[config.mk]
export PLATFORM = sky130hd
export DESIGN_NAME = sat_event_monitor
export DESIGN_NICKNAME = d
export VERILOG_FILES = /design/src/rtl/sat_event_monitor.sv
export SDC_FILE = /design/constraint.sdc
export NUM_CORES = 1
export LEC_CHECK = 0
export BUFFER_PORTS_ARGS = -buffer_cell sky130_fd_sc_hd__buf_2
export CAP_MARGIN = 10
export CORE_MARGIN = 4
export CORE_UTILIZATION = 58
export CTS_CLUSTER_SIZE = 16
export DETAILED_ROUTE_END_ITERATION = 7
export GPL_TIMING_DRIVEN = 0
export PLACE_DENSITY = 0.84
export SYNTH_ARGS = -nofsm -noshare
export SYNTH_HDL_FRONTEND = slang
export SYNTH_SLANG_ARGS = --single-unit
[constraint.sdc]
create_clock -name clk -period 6.6 [get_ports clk]
set_input_delay 0 -clock clk [delete_from_list [all_inputs] [get_ports clk]]
set_output_delay 0 -clock clk [all_outputs]
set_load 0.005 [all_outputs]
[src/rtl/sat_event_monitor.sv]
// Saturation event monitor: passes samples through, counts overflow/underflow
// events, and raises irq when a window's event count reaches a threshold.
// Optional peak |data_in| tracking is built when SAT_MON_PEAK_EN is defined.
module sat_event_monitor #(
  parameter int DATA_WIDTH = 16,
  parameter int CNT_WIDTH  = 16,
  parameter int WIN_WIDTH  = 16
) (
  input  logic                         clk,
  input  logic                         rst_n,
  input  logic signed [DATA_WIDTH-1:0] data_in,
  input  logic                         valid_in,
  input  logic                         overflow_in,
  input  logic                         underflow_in,
  input  logic                         enable,
  input  logic                         clear,
  input  logic [WIN_WIDTH-1:0]         win_len,
  input  logic [WIN_WIDTH-1:0]         threshold,
  output logic [DATA_WIDTH-1:0]        data_out,
  output logic                         valid_out,
  output logic [CNT_WIDTH-1:0]         ovf_count,
  output logic [CNT_WIDTH-1:0]         udf_count,
  output logic                         ovf_sticky,
  output logic                         udf_sticky,
  output logic                         irq,
  output logic [DATA_WIDTH-1:0]        peak_abs,
  output logic [1:0]                   state_dbg
);

  localparam logic [1:0] ST_IDLE  = 2'd0;
  localparam logic [1:0] ST_RUN   = 2'd1;
  localparam logic [1:0] ST_ALARM = 2'd2;

  logic [1:0]            state_q, state_d;
  logic [WIN_WIDTH-1:0]  win_cnt_q, win_cnt_d;
  logic [WIN_WIDTH-1:0]  win_evt_q, win_evt_d;
  logic [WIN_WIDTH:0]    samp_nxt;
  logic [WIN_WIDTH-1:0]  evt_nxt;
  logic [DATA_WIDTH-1:0] data_q;
  logic                  valid_q;
  logic [CNT_WIDTH-1:0]  ovf_cnt_q, ovf_cnt_d, udf_cnt_q, udf_cnt_d;
  logic                  ovf_st_q, ovf_st_d, udf_st_q, udf_st_d;
  logic                  ovf_evt, udf_evt, any_evt;

  assign ovf_evt = valid_in & overflow_in;
  assign udf_evt = valid_in & underflow_in;
  assign any_evt = ovf_evt | udf_evt;

  // Totals and sticky flags run independently of enable; clear drops a
  // coincident event.
  always_comb begin
    ovf_cnt_d = ovf_cnt_q;
    udf_cnt_d = udf_cnt_q;
    ovf_st_d  = ovf_st_q;
    udf_st_d  = udf_st_q;
    if (clear) begin
      ovf_cnt_d = '0;
      udf_cnt_d = '0;
      ovf_st_d  = 1'b0;
      udf_st_d  = 1'b0;
    end else begin
      if (ovf_evt) begin
        ovf_st_d = 1'b1;
        if (ovf_cnt_q != '1) ovf_cnt_d = ovf_cnt_q + 1'b1;
      end
      if (udf_evt) begin
        udf_st_d = 1'b1;
        if (udf_cnt_q != '1) udf_cnt_d = udf_cnt_q + 1'b1;
      end
    end
  end

  always_comb begin
    state_d   = state_q;
    win_cnt_d = win_cnt_q;
    win_evt_d = win_evt_q;
    samp_nxt  = {1'b0, win_cnt_q} + 1'b1;
    evt_nxt   = (any_evt && win_evt_q != '1) ? win_evt_q + 1'b1 : win_evt_q;
    case (state_q)
      ST_IDLE: begin
        win_cnt_d = '0;
        win_evt_d = '0;
        if (enable) state_d = ST_RUN;
      end
      ST_RUN: begin
        if (!enable) begin
          state_d   = ST_IDLE;
          win_cnt_d = '0;
          win_evt_d = '0;
        end else if (clear || win_len == '0) begin
          win_cnt_d = '0;
          win_evt_d = '0;
        end else if (valid_in) begin
          // >= so a shrunken win_len closes the window on the next sample.
          if (samp_nxt >= {1'b0, win_len}) begin
            win_cnt_d = '0;
            win_evt_d = '0;
            if (evt_nxt >= threshold) state_d = ST_ALARM;
          end else begin
            win_cnt_d = samp_nxt[WIN_WIDTH-1:0];
            win_evt_d = evt_nxt;
          end
        end
      end
      ST_ALARM: begin
        if (!enable) begin
          state_d   = ST_IDLE;
          win_cnt_d = '0;
          win_evt_d = '0;
        end else if (clear) begin
          state_d   = ST_RUN;
          win_cnt_d = '0;
          win_evt_d = '0;
        end
      end
      default: begin
        state_d   = ST_IDLE;
        win_cnt_d = '0;
        win_evt_d = '0;
      end
    endcase
  end

  always_ff @(posedge clk) begin
    if (!rst_n) begin
      state_q   <= ST_IDLE;
      win_cnt_q <= '0;
      win_evt_q <= '0;
      data_q    <= '0;
      valid_q   <= 1'b0;
      ovf_cnt_q <= '0;
      udf_cnt_q <= '0;
      ovf_st_q  <= 1'b0;
      udf_st_q  <= 1'b0;
    end else begin
      state_q   <= state_d;
      win_cnt_q <= win_cnt_d;
      win_evt_q <= win_evt_d;
      data_q    <= valid_in ? data_in : '0;
      valid_q   <= valid_in;
      ovf_cnt_q <= ovf_cnt_d;
      udf_cnt_q <= udf_cnt_d;
      ovf_st_q  <= ovf_st_d;
      udf_st_q  <= udf_st_d;
    end
  end

  assign data_out   = data_q;
  assign valid_out  = valid_q;
  assign ovf_count  = ovf_cnt_q;
  assign udf_count  = udf_cnt_q;
  assign ovf_sticky = ovf_st_q;
  assign udf_sticky = udf_st_q;
  assign irq        = (state_q == ST_ALARM);
  assign state_dbg  = state_q;

`ifdef SAT_MON_PEAK_EN
  logic [DATA_WIDTH-1:0] abs_in, peak_q;
  // Two's-complement negate of the most-negative value yields 2^(W-1) unsigned.
  assign abs_in = data_in[DATA_WIDTH-1] ? DATA_WIDTH'(~data_in + 1'b1) : data_in;

  always_ff @(posedge clk) begin
    if (!rst_n || clear) peak_q <= '0;
    else if (valid_in && abs_in > peak_q) peak_q <= abs_in;
  end

  assign peak_abs = peak_q;
`else
  assign peak_abs = '0;
`endif

endmodule

==> run metrics, run 1 <==
GPL Wtd Cong=0.857; Mapped Avg Cell Area=8.65 um^2; DRT Wirelength=13500 um; WHS Endpoint=win_cnt_q[14]; Setup Buffers After CTS=0; post-layout util=73.9%; number of max-cap violations=0; Hold Crit Depth=3; leading post-synthesis cells by cell area=dfxtp_1, ha_1, xnor2_1, a31oi_1, and3_1; Inst Count DP=814; LEAKAGE=approximately 2.9 nW; most frequent cells in the layout=buf_2, dfxtp_1, nor2_1; row count=33; gr ovfl total=0; GRT Resource Usage Total=26.3%; status=finished, final reports clean; vias=4996; DRC errors left=0; largest net degree at the start of global routing=17; worst r2r path cells=14; sequential power share=49.0%; R2R setup slack=2.84 ns; Comb power frac=18.5%; CP max FO=10; Clock Latency Late Sink=approximately 0.36 ns; asr flop ratio synth=0%; CP required=6.81 ns; die height=101 um; largest area contributor in the netlist=dfxtp_1; most common cell after layout, fill and taps aside=buf_2; Area Growth Syn to Fin=21.6%; Finished Layout Cells=847; Syn Inst Count=586; crit path launch type=register; n_diodes=0; top cell type's share of synthesized area=about a third; max-slew violation count=0; r2r startpoint=win_cnt_q[2]; DIE AREA=10300 um^2; Int Pwr=0.767 mW; EDFF count, synth=0; clock tree sinks=between 80 and 90; Setup violations, final=0; fin crit period=3.76 ns; Setup crit end kind=register; sw power=~0.33 mW; Peak VDD IR=approximately 0.15 mV; Die Wd=101 um; Slew @ Worst Pin=0.657 ns; Tcrit/Tclk final=a little under three fifths; Clock transition at path regs=~0.090 ns; vias per inst=roughly 5.9; CTS max path bufs=2; first-pass GRT wire length=22000 um; Critical Path AT=3.97 ns; hold_sp=rst_n; Mapped Area=slightly above 5000 um^2; IO Count=between 100 and 150; Hold Crit Class=in2reg; cts bufs inserted=9; Max Freq=around 270 MHz; root buf cell=clkbuf_8; Nets=around 830; Post-Route Skew=roughly 0.016 ns; switching part of the total=30.0%; TNS Setup=0 ns; Hold Vio Cnt, Final=0; share of cells above drive strength 1=21.6%; DR WL/cell=16.0 um; P per Cell Area=~180 nW/um^2; CTS tree=yes; Clock Power Share=32.5%; #FFs+latches synth=85; IO buf count=108; antenna violations before repair=0; RSZ-0062 raised after global routing=no; number of global-route vias before repair=about 4900; drt pass-1 iters=5; core area=8340 um^2; relative max-transition margin=between 50% and 60%; reg2reg end=win_cnt_q[5]; Synthesis Warnings=0; post-synthesis sequential area ratio=33.6%; initial core utilization=60.8%; unique cell type count in the Yosys netlist=57; Initial DRC Count=274; worst hold margin=0.0657 ns; H-tree levels=3; crit path kind=reg2reg; ys flop type=dfxtp_1; dpl hpwl=around 10000 um; post-route ant nets=0
-- metal layers --
| metal | vias to the layer above | routed length, um | share of wire [%] | global-route usage, % |
|---|---|---|---|---|
| met3 | 31 | 1020 | 7.5 | 4.20 |
| met4 | 0 | 346 | 2.6 | 10.2 |
| met2 | 233 | 6480 | 48 | 45.3 |
| met1 | 2346 | 5690 | 42 | 32.9 |
| li1 | 2386 | - | - | - |
| met5 | - | 0 | 0 | 0 |
-- flip-flops by register name (all words and copies together), names as in the netlist --
name / count
win_evt_q: 16
udf_sticky: 1
state_dbg: 2
data_out: 16
valid_out: 1
ovf_count: 16
udf_count: 16
win_cnt_q: 16
ovf_sticky: 1
-- cell families after synthesis --
kind of cell	after synthesis	synth area share [%]
simple gates	215	24.3
compound gates	105	13.7
flops	85	33.6
buf+inv	82	8.47
xor+xnor	52	8.99
fa+ha+maj	36	8.89
mux	10	2.00
other cells	1	0.0740
-- repair_timing --
action / CTS / global route
endpoints found under the hold margin: 17 / 0
resized for setup: 0 / 0
hold buffers: 17 / 0
-- worst max-delay path, stage by stage, from the launching register on --
cell	delay (ns)
dfxtp_1	0.45
and2_1	0.24
nand4_1	0.19
nor3_1	0.44
and3_1	0.29
xor2_1	0.09
ha_1	0.29
nand3_1	0.10
nor3_1	0.32
o311ai_0	0.28
and4b_1	0.25
buf_4	0.17
buf_4	0.19
a31oi_1	0.24
a31oi_1	0.07
-- cell usage after synthesis, types with 2 or more instances --
cell	number
dfxtp_1	85
nor2_1	43
inv_1	41
ha_1	36
xnor2_1	35
a31oi_1	34
and3_1	28
nand3_1	25
a21oi_1	24
nand2_1	24
nand3b_1	19
buf_4	18
nand4_1	18
xor2_1	17
o21ai_0	14
clkbuf_1	13
nor3_1	10
mux2i_1	9
and2_1	8
a32o_1	7
a41oi_1	6
and4_1	6
nor4_1	6
nand2b_1	5
or3_1	5
buf_6	4
a211oi_1	3
a21o_1	3
a32oi_1	3
buf_2	3
nor2b_1	3
a211o_1	2
clkbuf_8	2
nand4b_1	2
nor3b_1	2
o21a_1	2
-- area by class of cell --
| type | instances | area, um^2 |
|---|---|---|
| clock buffer | 10 | 138 |
| inverter | 41 | 154 |
| clock inverter | 6 | 56.3 |
| buffer | 41 | 275 |
| timing repair buffer | 125 | 711 |
| fill | 641 | 2180 |
| tap | 105 | 131 |
| sequential | 85 | 1700 |
| multi-input combinational | 434 | 2990 |
-- worst max path at each step --
stage / start / to / slack [ns] / depth (start not counted)
after floorplan: win_cnt_q[0] / win_cnt_q[10] / 3.59 / 14
after global placement: win_cnt_q[0] / win_cnt_q[2] / 3.08 / 14
after detailed placement: win_cnt_q[2] / win_evt_q[9] / 2.96 / 14
after CTS: win_cnt_q[2] / win_cnt_q[5] / 2.89 / 14
after global routing: win_cnt_q[2] / win_evt_q[9] / 2.54 / 14
final: win_cnt_q[2] / win_cnt_q[5] / 2.84 / 14
-- power by group through the flow --
stage | clock network, mW | logic (mW) | registers (mW)
floorplan | 0 | 0.122 | 0.547
global placement | 0 | 0.181 | 0.547
detailed placement | 0 | 0.189 | 0.548
CTS | 0.362 | 0.199 | 0.536
global route | 0.388 | 0.223 | 0.539
finish | 0.356 | 0.203 | 0.537
-- per-stage QoR --
stage	setup slack (ns)	total power, mW	cell area [um^2]
3_3_place_gp	3.08	0.729	5800
5_1_grt	2.54	1.15	6160
4_1_cts	2.89	1.10	6160
6_report	2.84	1.10	6160
2_1_floorplan	3.59	0.669	5120
3_5_place_dp	2.96	0.738	5800
(Power assumes the default switching activity.)
==> run 2: changes to the inputs <==
ABC_AREA = 1   (was not set)
CORE_UTILIZATION = 55   (was 58)
PLACE_DENSITY = 0.79   (was 0.84)
clock period = 3.8 ns   (was 6.6 ns; I/O delays follow)
==> run metrics, run 2 <==
Area Growth Syn to Fin=19.8%; reg2reg end=state_dbg[0]; #FFs+latches synth=85; Nets=1060; Hold Vio Cnt, Final=0; largest net degree at the start of global routing=14; Adder-Cell Fraction of Synth Area=8.22%; combinational family with the most area after synthesis=simple AND/OR/NAND/NOR gates; Syn Inst Count=819; Synth Area in Simple Gates=30.9%; gr ovfl total=0; Worst path slowest cell=dfxtp_1; ys flop type=dfxtp_1; mux contribution to synthesized area=0%; vias per inst=roughly 4.9; post-route ant nets=0; post-synthesis sequential area ratio=31.0%; WHS Endpoint=ovf_sticky; fin crit period=3.24 ns; Synth Area in Compound Gates=11.0%; relative max-transition margin=53.6%; unique cell type count in the Yosys netlist=42; DRC errors left=0; Post-Route Skew=0.0128 ns; Critical Path Start=win_evt_q[0]; leading post-synthesis cells by cell area=dfxtp_1, nand2_1, inv_1, ha_1, nor2_1; Setup violations, final=0; GPL Wtd Cong=0.883; DIE AREA=about 12000 um^2; Tcrit/Tclk final=a little under nine tenths; Worst Slack Setup Final=0.557 ns; P per Cell Area=291 nW/um^2; worst hold margin=0.0425 ns; hold_sp=overflow_in; clock tree sinks=85; Critical Path AT=3.54 ns; Synth top cells by count=nand2_1, inv_1, nor2_1; Initial DRC Count=257; LEAKAGE=3.30 nW; die height=108 um; Post-Place Worst Slack=0.624 ns; status=finished, final reports clean; vias=5452; root buf cell=clkbuf_8; crit path launch type=register; # fillers=906; DR WL/cell=12.1 um; dpl hpwl=10300 um; Slew @ Worst Pin=0.693 ns; Clock transition at path regs=0.09 ns; CP required=4.10 ns; Critical Path Max Stage Delay=0.43 ns; Setup crit end kind=register; core area=a little under 10000 um^2; RSZ-0062 raised after global routing=no; IO Count=between 100 and 150; cell chain of the critical path=ha_1, nand2_1, inv_1, nand2_2, nor2_8, nand3_4, nand2_4, inv_4, buf_6, o21ai_0, inv_1, ha_1, nand2_1, inv_1, nand3_1, nor2_1, nand3_1, nand4_1, nor2_1, nor2_1, nor2_1, nor2_1; largest area contributor in the netlist=dfxtp_1; drt pass-1 iters=5; CTS tree=yes; most frequent CP cell=nor2_1; Synthesis Warnings=0; Max Freq=308 MHz; DRT Wirelength=13400 um; CP max FO=10; n_diodes=0; CTS max path bufs=2; most frequent cells in the layout=nand2_1, inv_1, buf_2; EDFF count, synth=0; TNS Setup=0 ns; initial core utilization=56.4%; crit path kind=reg2reg; Die Wd=between 100 and 150 um; r2r startpoint=win_evt_q[0]; xor/xnor share of the synthesized area=under 10%; GRT Resource Usage Total=between 20% and 30%; cts bufs inserted=9; asr flop ratio synth=0%; CTS resizes=0; Mapped Area=5480 um^2; number of global-route vias before repair=between 5000 and 6000; IO buf count=107; Peak VDD IR=between 0.2 and 0.25 mV; most common cell in the netlist=nand2_1; R2R setup slack=0.56 ns; worst r2r path cells=22; top cell type's share of synthesized area=31.0%; row count=36; share of cells above drive strength 1=18.4%; max-slew violation count=0; Hold Crit Depth=5; H-tree levels=3; most common cell after layout, fill and taps aside=nand2_1; Hold Crit Class=in2reg; Clock Latency Late Sink=0.36 ns; Mapped Avg Cell Area=6.69 um^2; Final Power=between 1.5 and 2 mW; antenna violations before repair=1; first-pass GRT wire length=22600 um; number of max-cap violations=0
[run 2: kinds of logic (layout without fill, tap and decap cells)]
logic type      Yosys count  in the layout
fa+ha+maj                36             36
other cells               1             16
buf+inv                 180            319
xor+xnor                 28             28
compound gates          111            111
simple gates            378            378
flops                    85             85
[run 2: worst max-delay path: cells and delay by family, from the launching register on]
kind / cells / cell delay (ns)
AND/OR/NAND/NOR: 14 / 1.65
adder cells (fa/ha/maj): 2 / 0.49
buffers and inverters: 5 / 0.45
flip-flops: 1 / 0.43
AO/OA/AOI/OAI: 1 / 0.15
[run 2: metal layers]
layer  vias up  GRT usage (%)  routed length [um]
met1      2389           30.5                5990
li1       2873              -                   -
met4         2           6.04                 150
met3        23           4.68                 829
met5         -              0                  16
met2       165           40.5                6410
[run 2: how the worst max path moves through the flow]
stage                    end  slack [ns]  cells after the start
2_1_floorplan  win_evt_q[15]        1.01                     20
3_3_place_gp    state_dbg[0]        0.64                     22
3_5_place_dp   win_evt_q[15]        0.62                     20
4_1_cts        win_evt_q[13]        0.57                     20
5_1_grt        win_evt_q[15]        0.15                     20
6_report        state_dbg[0]        0.56                     22
[run 2: where the power goes]
group          internal [mW]  switching (mW)
clock                  0.233           0.312
sequential             0.918          0.0282
combinational          0.168           0.250
total                   1.32           0.590
[run 2: cell type report]
| type | count | area (um^2) | area share, % |
|---|---|---|---|
| sequential | 85 | 1700 | 25.9 |
| inverter | 148 | 558 | 8.50 |
| tap | 133 | 166 | 2.53 |
| buffer | 32 | 224 | 3.41 |
| multi-input combinational | 569 | 3060 | 46.5 |
| clock buffer | 11 | 131 | 2.00 |
| clock inverter | 4 | 26.3 | 0.400 |
| timing repair buffer | 124 | 706 | 10.7 |
[run 2: metrics by stage]
step                cells  instance area, um^2  utilization, %
floorplan             834                 5540               -
detailed placement   1074                 6240            64.1
CTS                  1106                 6570            67.5
global route         1106                 6570            67.5
finish               1106                 6570            67.5
global placement     1074                 6240            64.1
[run 2: timing repair]
item	CTS	global route
endpoints found under the hold margin	23	0
hold buffers	17	0
buffers inserted	0	0
